<file path="config.mk">
export PLATFORM = sky130hd
export DESIGN_NAME = matmul_bias_act_flat
export DESIGN_NICKNAME = d
export VERILOG_FILES = /design/src/rtl/matmul_bias_act_if.sv /design/src/rtl/matmul_bias_act.sv /design/src/flat_wrapper.sv
export SDC_FILE = /design/constraint.sdc
export NUM_CORES = 1
export LEC_CHECK = 0
export ABC_CLOCK_PERIOD_IN_PS = 12500
export CAP_MARGIN = 20
export CORE_MARGIN = 2
export CORE_UTILIZATION = 62
export DETAILED_ROUTE_END_ITERATION = 8
export PLACE_DENSITY = 0.89
export SLEW_MARGIN = 20
export SYNTH_ARGS = -nofsm -noshare
export SYNTH_HDL_FRONTEND = slang
export SYNTH_SLANG_ARGS = --single-unit
</file>
<file path="constraint.sdc">
create_clock -name clk -period 12.5 [get_ports clk]
set_input_delay 2.5 -clock clk [delete_from_list [all_inputs] [get_ports clk]]
set_output_delay 2.5 -clock clk [all_outputs]
set_load 0.03 [all_outputs]
</file>
<file path="src/rtl/matmul_bias_act_if.sv">
// matmul_bias_act_if: row stream from the matmul core into the bias/activation
// stage, and the framed, handshaked row stream out of it.
interface matmul_bias_act_if #(
    parameter int WIDTH = 16,
    parameter int COLS  = 6
);
    logic                  in_valid;
    logic [WIDTH*COLS-1:0] in_data;
    logic                  out_valid;
    logic                  out_ready;
    logic [WIDTH*COLS-1:0] out_data;
    logic                  out_last;
    logic                  out_done;

    modport master (
        output in_valid, in_data, out_ready,
        input  out_valid, out_data, out_last, out_done
    );

    modport slave (
        input  in_valid, in_data, out_ready,
        output out_valid, out_data, out_last, out_done
    );
endinterface

</file>
<file path="src/rtl/matmul_bias_act.sv">
// matmul_bias_act: per-column bias add, saturation and optional ReLU on matmul
// result rows, buffered in a first-word-fall-through FIFO with matrix framing.
module matmul_bias_act #(
    parameter int WIDTH      = 16,
    parameter int FRAC_WIDTH = 8,
    parameter int COLS       = 6,
    parameter int ROWS       = 12,
    parameter int FIFO_DEPTH = 4
) (
    input  logic                  clk,
    input  logic                  rst_n,
    input  logic                  en,
    input  logic                  bias_valid,
    input  logic [WIDTH*COLS-1:0] bias_in,
    input  logic                  relu_en,
    output logic                  overflow,
    matmul_bias_act_if.slave      bus
);
    localparam int AW = $clog2(FIFO_DEPTH);
    localparam int CW = $clog2(ROWS);
    localparam int SW = WIDTH + 1;
    localparam logic [0:0] STREAM = 1'b0;
    localparam logic [0:0] DONE   = 1'b1;

    logic [WIDTH*COLS-1:0] bias, s2_data, res_n;
    logic [SW*COLS-1:0]    s1_sum, sum_n;
    logic                  s1_valid, s1_relu, s2_valid;
    logic [WIDTH*COLS-1:0] mem [FIFO_DEPTH];
    logic [AW:0]           wr, rd;
    logic [CW-1:0]         cnt;
    logic [0:0]            state;
    logic                  valid, full, pop, push, wrap;

    if (FRAC_WIDTH >= WIDTH || FIFO_DEPTH < 2 || (FIFO_DEPTH & (FIFO_DEPTH - 1)) != 0 || ROWS < 2) begin : g_bad_params
        $error("matmul_bias_act: unsupported parameter set");
    end

    genvar j;
    for (j = 0; j < COLS; j++) begin : g_col
        logic [WIDTH-1:0] x, b, sat;
        logic [SW-1:0]    s;
        assign x = bus.in_data[j*WIDTH +: WIDTH];
        assign b = bias[j*WIDTH +: WIDTH];
        assign sum_n[j*SW +: SW] = {x[WIDTH-1], x} + {b[WIDTH-1], b};
        assign s = s1_sum[j*SW +: SW];
        // Top two bits disagree only when the sum left the WIDTH-bit range.
        assign sat = (s[WIDTH] != s[WIDTH-1]) ? {s[WIDTH], {(WIDTH-1){~s[WIDTH]}}} : s[WIDTH-1:0];
        assign res_n[j*WIDTH +: WIDTH] = (s1_relu & sat[WIDTH-1]) ? '0 : sat;
    end

    assign valid = wr != rd;
    assign full  = (wr[AW] != rd[AW]) && (wr[AW-1:0] == rd[AW-1:0]);
    assign pop   = valid & bus.out_ready;
    assign push  = s2_valid & (~full | pop);
    assign wrap  = cnt == CW'(ROWS - 1);

    assign bus.out_valid = valid;
    assign bus.out_data  = valid ? mem[rd[AW-1:0]] : '0;
    assign bus.out_last  = valid & wrap;
    assign bus.out_done  = state == DONE;

    always_ff @(posedge clk or negedge rst_n) begin
        if (!rst_n) begin
            bias     <= '0;
            s1_valid <= 1'b0;
            s1_sum   <= '0;
            s1_relu  <= 1'b0;
            s2_valid <= 1'b0;
            s2_data  <= '0;
            wr       <= '0;
            rd       <= '0;
            cnt      <= '0;
            state    <= STREAM;
            overflow <= 1'b0;
        end else begin
            if (bias_valid) bias <= bias_in;
            s1_valid <= en & bus.in_valid;
            if (en & bus.in_valid) begin
                s1_sum  <= sum_n;
                s1_relu <= relu_en;
            end
            s2_valid <= s1_valid;
            if (s1_valid) s2_data <= res_n;
            if (push) wr <= wr + 1'b1;
            if (pop) rd <= rd + 1'b1;
            if (s2_valid & full & ~pop) overflow <= 1'b1;
            if (pop) cnt <= wrap ? '0 : cnt + 1'b1;
            state <= (pop & wrap) ? DONE : STREAM;
        end
    end

    // Storage needs no reset: out_data is masked while the FIFO is empty.
    always_ff @(posedge clk) begin
        if (push) mem[wr[AW-1:0]] <= s2_data;
    end
endmodule

</file>
<file path="src/flat_wrapper.sv">
// flat-port wrapper written by rule: the top's interface ports become plain ports
module matmul_bias_act_flat 
#(
    parameter int WIDTH      = 16,
    parameter int FRAC_WIDTH = 8,
    parameter int COLS       = 6,
    parameter int ROWS       = 12,
    parameter int FIFO_DEPTH = 4
)
  (clk, rst_n, en, bias_valid, bias_in, relu_en, overflow, bus_in_valid, bus_in_data, bus_out_ready, bus_out_valid, bus_out_data, bus_out_last, bus_out_done);
  matmul_bias_act_if #(.WIDTH(WIDTH), .COLS(COLS)) bus_i ();
  input  logic clk;
  input  logic rst_n;
  input  logic en;
  input  logic bias_valid;
  input  logic [WIDTH*COLS-1:0] bias_in;
  input  logic relu_en;
  output logic overflow;
  input wire logic [$bits(bus_i.in_valid)-1:0] bus_in_valid;
  input wire logic [$bits(bus_i.in_data)-1:0] bus_in_data;
  input wire logic [$bits(bus_i.out_ready)-1:0] bus_out_ready;
  output wire logic [$bits(bus_i.out_valid)-1:0] bus_out_valid;
  output wire logic [$bits(bus_i.out_data)-1:0] bus_out_data;
  output wire logic [$bits(bus_i.out_last)-1:0] bus_out_last;
  output wire logic [$bits(bus_i.out_done)-1:0] bus_out_done;
  assign bus_i.in_valid = bus_in_valid;
  assign bus_i.in_data = bus_in_data;
  assign bus_i.out_ready = bus_out_ready;
  assign bus_out_valid = bus_i.out_valid;
  assign bus_out_data = bus_i.out_data;
  assign bus_out_last = bus_i.out_last;
  assign bus_out_done = bus_i.out_done;
  matmul_bias_act #(.WIDTH(WIDTH), .FRAC_WIDTH(FRAC_WIDTH), .COLS(COLS), .ROWS(ROWS), .FIFO_DEPTH(FIFO_DEPTH)) u_core (.clk(clk), .rst_n(rst_n), .en(en), .bias_valid(bias_valid), .bias_in(bias_in), .relu_en(relu_en), .overflow(overflow), .bus(bus_i));
endmodule
</file>
# Word-level counts from Yosys, hierarchy flattened
# Memory sizes are Yosys's and may differ from the RTL's.
# Index checks and enable logic that the tools add are counted.
[classes]
n_addsub = 9
eq_ne = 10
muxes = 17
bitwise = 22
n_reduce_logical = 1
[op_table]
columns = ["cell", "n"]
rows = [
  ["2-to-1 mux 16 bit", 12],
  ["adder 16 x 16 -> 17 bit", 6],
  ["2-to-1 mux 96 bit", 1],
  ["bitwise AND 1 bit", 13],
  ["inverter 1 bit", 8],
  ["!= test 1 bit", 7],
  ["adder 3 x 1 -> 3 bit (second input constant)", 2],
  ["adder 4 x 1 -> 4 bit (second input constant)", 1],
  ["== test 4 bit (second input constant)", 1],
  ["2-to-1 mux 4 bit", 1],
  ["2-to-1 mux 1 bit", 3],
  ["!= test 3 bit", 1],
  ["== test 2 bit", 1],
  ["logical AND 1 bit", 1],
  ["bitwise OR 1 bit", 1],
]
[totals]
regBits = 309
ramBits = 384
in_bits = 199
out_inout_bits = 100
wordCells = 71
n_memories = 1
[mem_list]
columns = ["name", "words", "word_bits", "read_ports", "rd_clocked_by_memory_dff", "wr", "line", "source"]
rows = [
  ["u_core.mem", 4, 96, 1, 0, 1, "matmul_bias_act.sv:28", "logic [WIDTH*COLS-1:0] mem [FIFO_DEPTH];"],
]

# Longest topological paths before layout
[depth]
ltp_word = 7
depth_mapped = 8
ltp_nobuf = 8

# Worst setup path before layout
# Ideal clock, no wire load.
[synth_path]
kind = "in2reg"
start = "input bus_out_ready"
end = "memory u_core.mem[3][0] (netlist name) (enable)"
setup_time_ps = 554
t_arrival_ps = 6895
required_ps = 11946
slack_ps = 5050
stages = 4
n_path_buf = 1
path_cell_list = "nor3_1 > nand2b_1 > clkbuf_1 > nor2_1"
[synth_via]
elab_chain_len = 5
[synth_lines]
columns = ["item", "line", "source"]
rows = [
  ["from (decl)", "flat_wrapper.sv:21", "input wire logic [$bits(bus_i.out_ready)-1:0] bus_out_ready;"],
  ["bitwise AND 1 bit", "matmul_bias_act.sv:53", "assign pop = valid & bus.out_ready;"],
  ["bitwise OR 1 bit", "matmul_bias_act.sv:54", "assign push = s2_valid & (~full | pop);"],
  ["bitwise AND 1 bit", "matmul_bias_act.sv:54", ""],
  ["2-to-1 mux 1 bit", "matmul_bias_act.sv:94", "if (push) mem[wr[AW-1:0]] <= s2_data;"],
  ["2-to-1 mux 1 bit (implied by the code)", "matmul_bias_act.sv:94", ""],
  ["to (decl)", "matmul_bias_act.sv:28", ""],
]
# No other way between the ends.

# Worst setup path in the final report
[layout_path]
start = "register u_core.rd[0]"
end = "output bus_out_data[40]"
[layout_via]
elab_chain_len = 2
elab_cells_between_ends = 3
classes_between = "eq/ne (1); mux (1); memory (1)"
[layout_lines]
columns = ["item", "line", "source"]
rows = [
  ["from (decl)", "matmul_bias_act.sv:29", "logic [AW:0] wr, rd;"],
  ["from (signal assigned)", "matmul_bias_act.sv:85", "if (pop) rd <= rd + 1'b1;"],
  ["memory read (4 x 96 bit) / != test 3 bit (equally long branches)", "-", ""],
  ["2-to-1 mux 96 bit (*)", "matmul_bias_act.sv:58", "assign bus.out_data = valid ? mem[rd[AW-1:0]] : '0;"],
  ["to (decl)", "flat_wrapper.sv:23", "output wire logic [$bits(bus_i.out_data)-1:0] bus_out_data;"],
]
# Every way passes the cells marked *; elsewhere a longest branch is shown, timed or not.

==> metrics.txt <==
# TYPE chip_impl_metric gauge
chip_impl_info{name="status",value="finished clean"} 1
chip_impl_info{name="yosys.area.top_type",value="sky130_fd_sc_hd__edfxtp_1"} 1
chip_impl_metric{name="detail-route-antenna-nets",unit=""} 0
chip_impl_metric{name="routabilityCongestion",unit=""} 0.923
chip_impl_info{name="grt.busiest_layer",value="met2"} 1
chip_impl_metric{name="core-area",unit="um^2"} 50200
chip_impl_metric{name="viasPerCell",unit=""} 6.20
chip_impl_metric{name="global_route.usage.met2",unit="%"} 49.5
chip_impl_metric{name="power_density",unit="nW/um^2"} 231
chip_impl_metric{name="grt_start_max_net_pins",unit=""} 102
chip_impl_metric{name="highest_clock_rate",unit="MHz"} 149
chip_impl_metric{name="clock_buffers_created_by_tritoncts",unit=""} 70
chip_impl_info{name="clk_root_buffer_cell",value="sky130_fd_sc_hd__clkbuf_16"} 1
chip_impl_metric{name="dr.first_iter.drc_count",unit=""} 2452
chip_impl_metric{name="total_number_of_nets_in_the_final_design",unit=""} 3009
chip_impl_info{name="synth.cells.most_frequent",value="384 x sky130_fd_sc_hd__edfxtp_1, 309 x sky130_fd_sc_hd__dfrtp_1, 274 x sky130_fd_sc_hd__nor2_1"} 1
chip_impl_info{name="synth_flop_cell",value="sky130_fd_sc_hd__edfxtp_1"} 1
chip_impl_metric{name="globalRouteMet1Util",unit="%"} 39.2
chip_impl_metric{name="yosys_top_cell_area_share",unit="%"} 36.6
chip_impl_info{name="cts_tree",value="yes"} 1
chip_impl_metric{name="finalSetupTns",unit="ps"} 0
chip_impl_metric{name="peak_supply_drop",unit="mV"} 0.206
chip_impl_info{name="grt_setup_unrepaired",value="false"} 1
chip_impl_metric{name="synth_area_per_cell",unit="um^2"} 12.9
chip_impl_metric{name="clock-skew-final",unit="ps"} 21.7
chip_impl_metric{name="synth_edf_count",unit=""} 384
chip_impl_metric{name="htreeDepth",unit=""} 3
chip_impl_metric{name="initial_core_util",unit="%"} 62.8
chip_impl_info{name="worstSetupEndpointType",value="output port"} 1
chip_impl_metric{name="track_usage",unit="%"} 29.9
chip_impl_metric{name="globalRoute.totalOverflow",unit=""} 0
chip_impl_metric{name="flow.area_growth_from_synthesis",unit="%"} 19.2
chip_impl_metric{name="flops_latches_synth",unit=""} 693
chip_impl_metric{name="synth-warning-count",unit=""} 0
chip_impl_metric{name="wl_per_cell",unit="um"} 22.6
chip_impl_info{name="timing.critical_path.cells",value="buf_4, buf_4, mux4_2, and2_1, clkdlybuf4s50_1"} 1
chip_impl_metric{name="instance_count_of_the_mapped_netlist",unit=""} 2438
chip_impl_info{name="post-synth-top-count-cell",value="sky130_fd_sc_hd__edfxtp_1"} 1
chip_impl_metric{name="timing.critical_path.fanout_max",unit=""} 46
chip_impl_metric{name="multi_input_comb_area",unit="um^2"} 11600
chip_impl_metric{name="number_of_clock_sinks_seen_by_cts",unit=""} 693
chip_impl_metric{name="synth_area",unit="um^2"} 31500
chip_impl_metric{name="syn-num-nets",unit=""} 2747
chip_impl_metric{name="dieWidth",unit="um"} 229
chip_impl_metric{name="ys_async_sr_fraction",unit="%"} 44.6
chip_impl_metric{name="fillCellCount",unit=""} 2998
chip_impl_metric{name="finalSetupViolCount",unit=""} 0
chip_impl_metric{name="cts_post_setup_buffers_inserted",unit=""} 0
chip_impl_metric{name="hold_violation_total_from_the_final_report",unit=""} 0
chip_impl_info{name="critical-path-top-cell-by-count",value="sky130_fd_sc_hd__buf_4"} 1
chip_impl_metric{name="worst_slew_pin_slew",unit="ps"} 1010
chip_impl_metric{name="place_hpwl",unit="mm"} 50.4
chip_impl_metric{name="synth-seq-area-share",unit="%"} 61.2
chip_impl_metric{name="cp.required",unit="ps"} 10000
chip_impl_info{name="timing.critical_path.slowest_stage_cell",value="sky130_fd_sc_hd__buf_4"} 1
chip_impl_metric{name="cp.arrival",unit="ps"} 4200
chip_impl_info{name="timing.setup.critical_path_class",value="reg -> out"} 1
chip_impl_metric{name="first_global_vias",unit=""} 21500
chip_impl_metric{name="post_synth_num_cell_types",unit=""} 74
chip_impl_metric{name="slew_headroom",unit="%"} 32.5
chip_impl_metric{name="routed-via-count",unit=""} 21300
chip_impl_metric{name="detail_route.drc_violations",unit=""} 0
chip_impl_metric{name="clock_tree.buffer_depth",unit=""} 3
chip_impl_info{name="hold_path.class",value="reg -> reg"} 1
chip_impl_metric{name="seq_area",unit="um^2"} 19300
chip_impl_metric{name="period_share",unit="%"} 53.6
chip_impl_metric{name="drt_pre_antenna_iters",unit=""} 6
chip_impl_metric{name="place.port_buffers",unit=""} 298
chip_impl_metric{name="insertion_delay",unit="ps"} 600
chip_impl_metric{name="worst_setup_hold_path_clk_slew",unit="ps"} 60
chip_impl_info{name="synth.area.top_cells",value="sky130_fd_sc_hd__edfxtp_1 37%, sky130_fd_sc_hd__dfrtp_1 25%, sky130_fd_sc_hd__mux4_2 6.9%, sky130_fd_sc_hd__ha_1 4.1%, sky130_fd_sc_hd__a21oi_1 3.9%"} 1
chip_impl_metric{name="period_needed",unit="ps"} 6700
chip_impl_metric{name="grt_pass1_wl",unit="mm"} 121
chip_impl_metric{name="power.static_leakage",unit="nW"} 14.4
chip_impl_metric{name="row_count",unit=""} 82
chip_impl_metric{name="drive_above_1_share",unit="%"} 13.3
chip_impl_metric{name="design.die.area",unit="um^2"} 52600
chip_impl_info{name="worst_setup_path_start_kind",value="register"} 1
chip_impl_metric{name="finalWirelength",unit="mm"} 77.7
chip_impl_metric{name="die_y",unit="um"} 229
chip_impl_metric{name="slew_violations",unit=""} 0
chip_impl_metric{name="max-cap-violations",unit=""} 0
chip_impl_metric{name="critical_path.max_stage_delay",unit="ps"} 810
chip_impl_metric{name="io_pins",unit=""} 299
chip_impl_metric{name="grt_util_met3",unit="%"} 5.63
chip_impl_metric{name="final.hold.worst_slack",unit="ps"} 498
chip_impl_metric{name="resized_cells_post_cts",unit=""} 0
chip_impl_metric{name="cts_hold_repair.buffers",unit=""} 0
chip_impl_metric{name="grt_antenna_before_repair",unit=""} 23
-- where the power goes --
group          switching, W  internal, W
Clock              0.000878      0.00136
Sequential         0.000388      0.00294
Combinational       0.00173      0.00135
Total               0.00300      0.00565
-- cell usage in the layout (no fill, tap or decap), types with 71 or more instances in the layout --
master                            Yosys  layout
sky130_fd_sc_hd__a21oi_1            248     248
sky130_fd_sc_hd__and2_1              99      99
sky130_fd_sc_hd__clkbuf_16            0      71
sky130_fd_sc_hd__clkdlybuf4s50_1      0     296
sky130_fd_sc_hd__dfrtp_1            309     306
sky130_fd_sc_hd__edfxtp_1           384     384
sky130_fd_sc_hd__ha_1               104     104
sky130_fd_sc_hd__mux2_2              99      99
sky130_fd_sc_hd__mux4_2              96      96
sky130_fd_sc_hd__nand2_1            183     182
sky130_fd_sc_hd__nor2_1             274     270
sky130_fd_sc_hd__o21ai_0            105     105
-- critical path: cells and delay by family (launching register included) --
kind	cells	cell delay, ps
AND/OR/NAND/NOR	1	170
flip-flops	1	570
buffers and inverters	3	2130
multiplexers	1	600
-- sequential cells by signal, summed over array words and instances, names as in the netlist --
signal / flops
u_core.s1_valid: 1
u_core.bus.out_done: 1
u_core.bias: 96
u_core.overflow: 1
u_core.wr: 3
u_core.mem: 384
u_core.s1_relu: 1
u_core.s2_data: 96
u_core.s1_sum: 102
u_core.rd: 3
u_core.cnt: 4
u_core.s2_valid: 1
-- per-layer routing --
| layer | wire (um) | part of all wire [%] |
|---|---|---|
| met1 | 29900 | 39 |
| met2 | 38600 | 50 |
| met3 | 6040 | 7.8 |
| met4 | 3040 | 3.9 |
| met5 | 65 | 0.084 |
-- worst paths after layout --
| kind | end | depth (start not counted) | startpoint | slack [ps] |
|---|---|---|---|---|
| worst max-delay path | bus_out_data[40] | 5 | u_core.rd[0] | 5800 |
| worst min-delay path | u_core.s1_sum[8] | 2 | u_core.s1_sum[8] | 500 |
| worst max register to register | u_core.mem[3][8] | 8 | u_core.rd[0] | 8080 |
| worst min register to register | u_core.s1_sum[8] | 2 | u_core.s1_sum[8] | 500 |
| max in group asynchronous | u_core.s2_data[22] | 2 | rst_n | 9050 |
| min in group asynchronous | u_core.s2_data[59] | 1 | rst_n | 1940 |
-- cells by family after synthesis --
logic type	after synthesis	synth area share, %
AO/OA/AOI/OAI	525	9.89
XOR/XNOR	74	2.06
adder cells (fa/ha/maj)	110	4.51
buffers and inverters	170	2.15
flip-flops	693	61.2
multiplexers	198	10.5
AND/OR/NAND/NOR	668	9.70
-- layout make-up --
cell class                 count  area share [%]
tap                          672            2.24
sequential                   693            51.4
inverter                      40           0.400
clock inverter                38            1.48
clock buffer                  86            5.10
multi-input combinational   1575            30.9
antenna                       18           0.120
timing repair buffer         320            8.41
-- stage by stage --
stage                     std cells  setup slack, ps  total power, W  utilization (%)  instance area (um^2)
after floorplan                2438             5050         0.00526                -                 31500
after global placement         3300             6400         0.00626             69.8                 35000
after detailed placement       3300             6310         0.00640             69.8                 35000
after CTS                      3424             5670         0.00867             74.7                 37500
after global routing           3438             5460         0.00902             74.8                 37500
final                          3442             5800         0.00865             74.8                 37500
(Power assumes the default switching activity.)
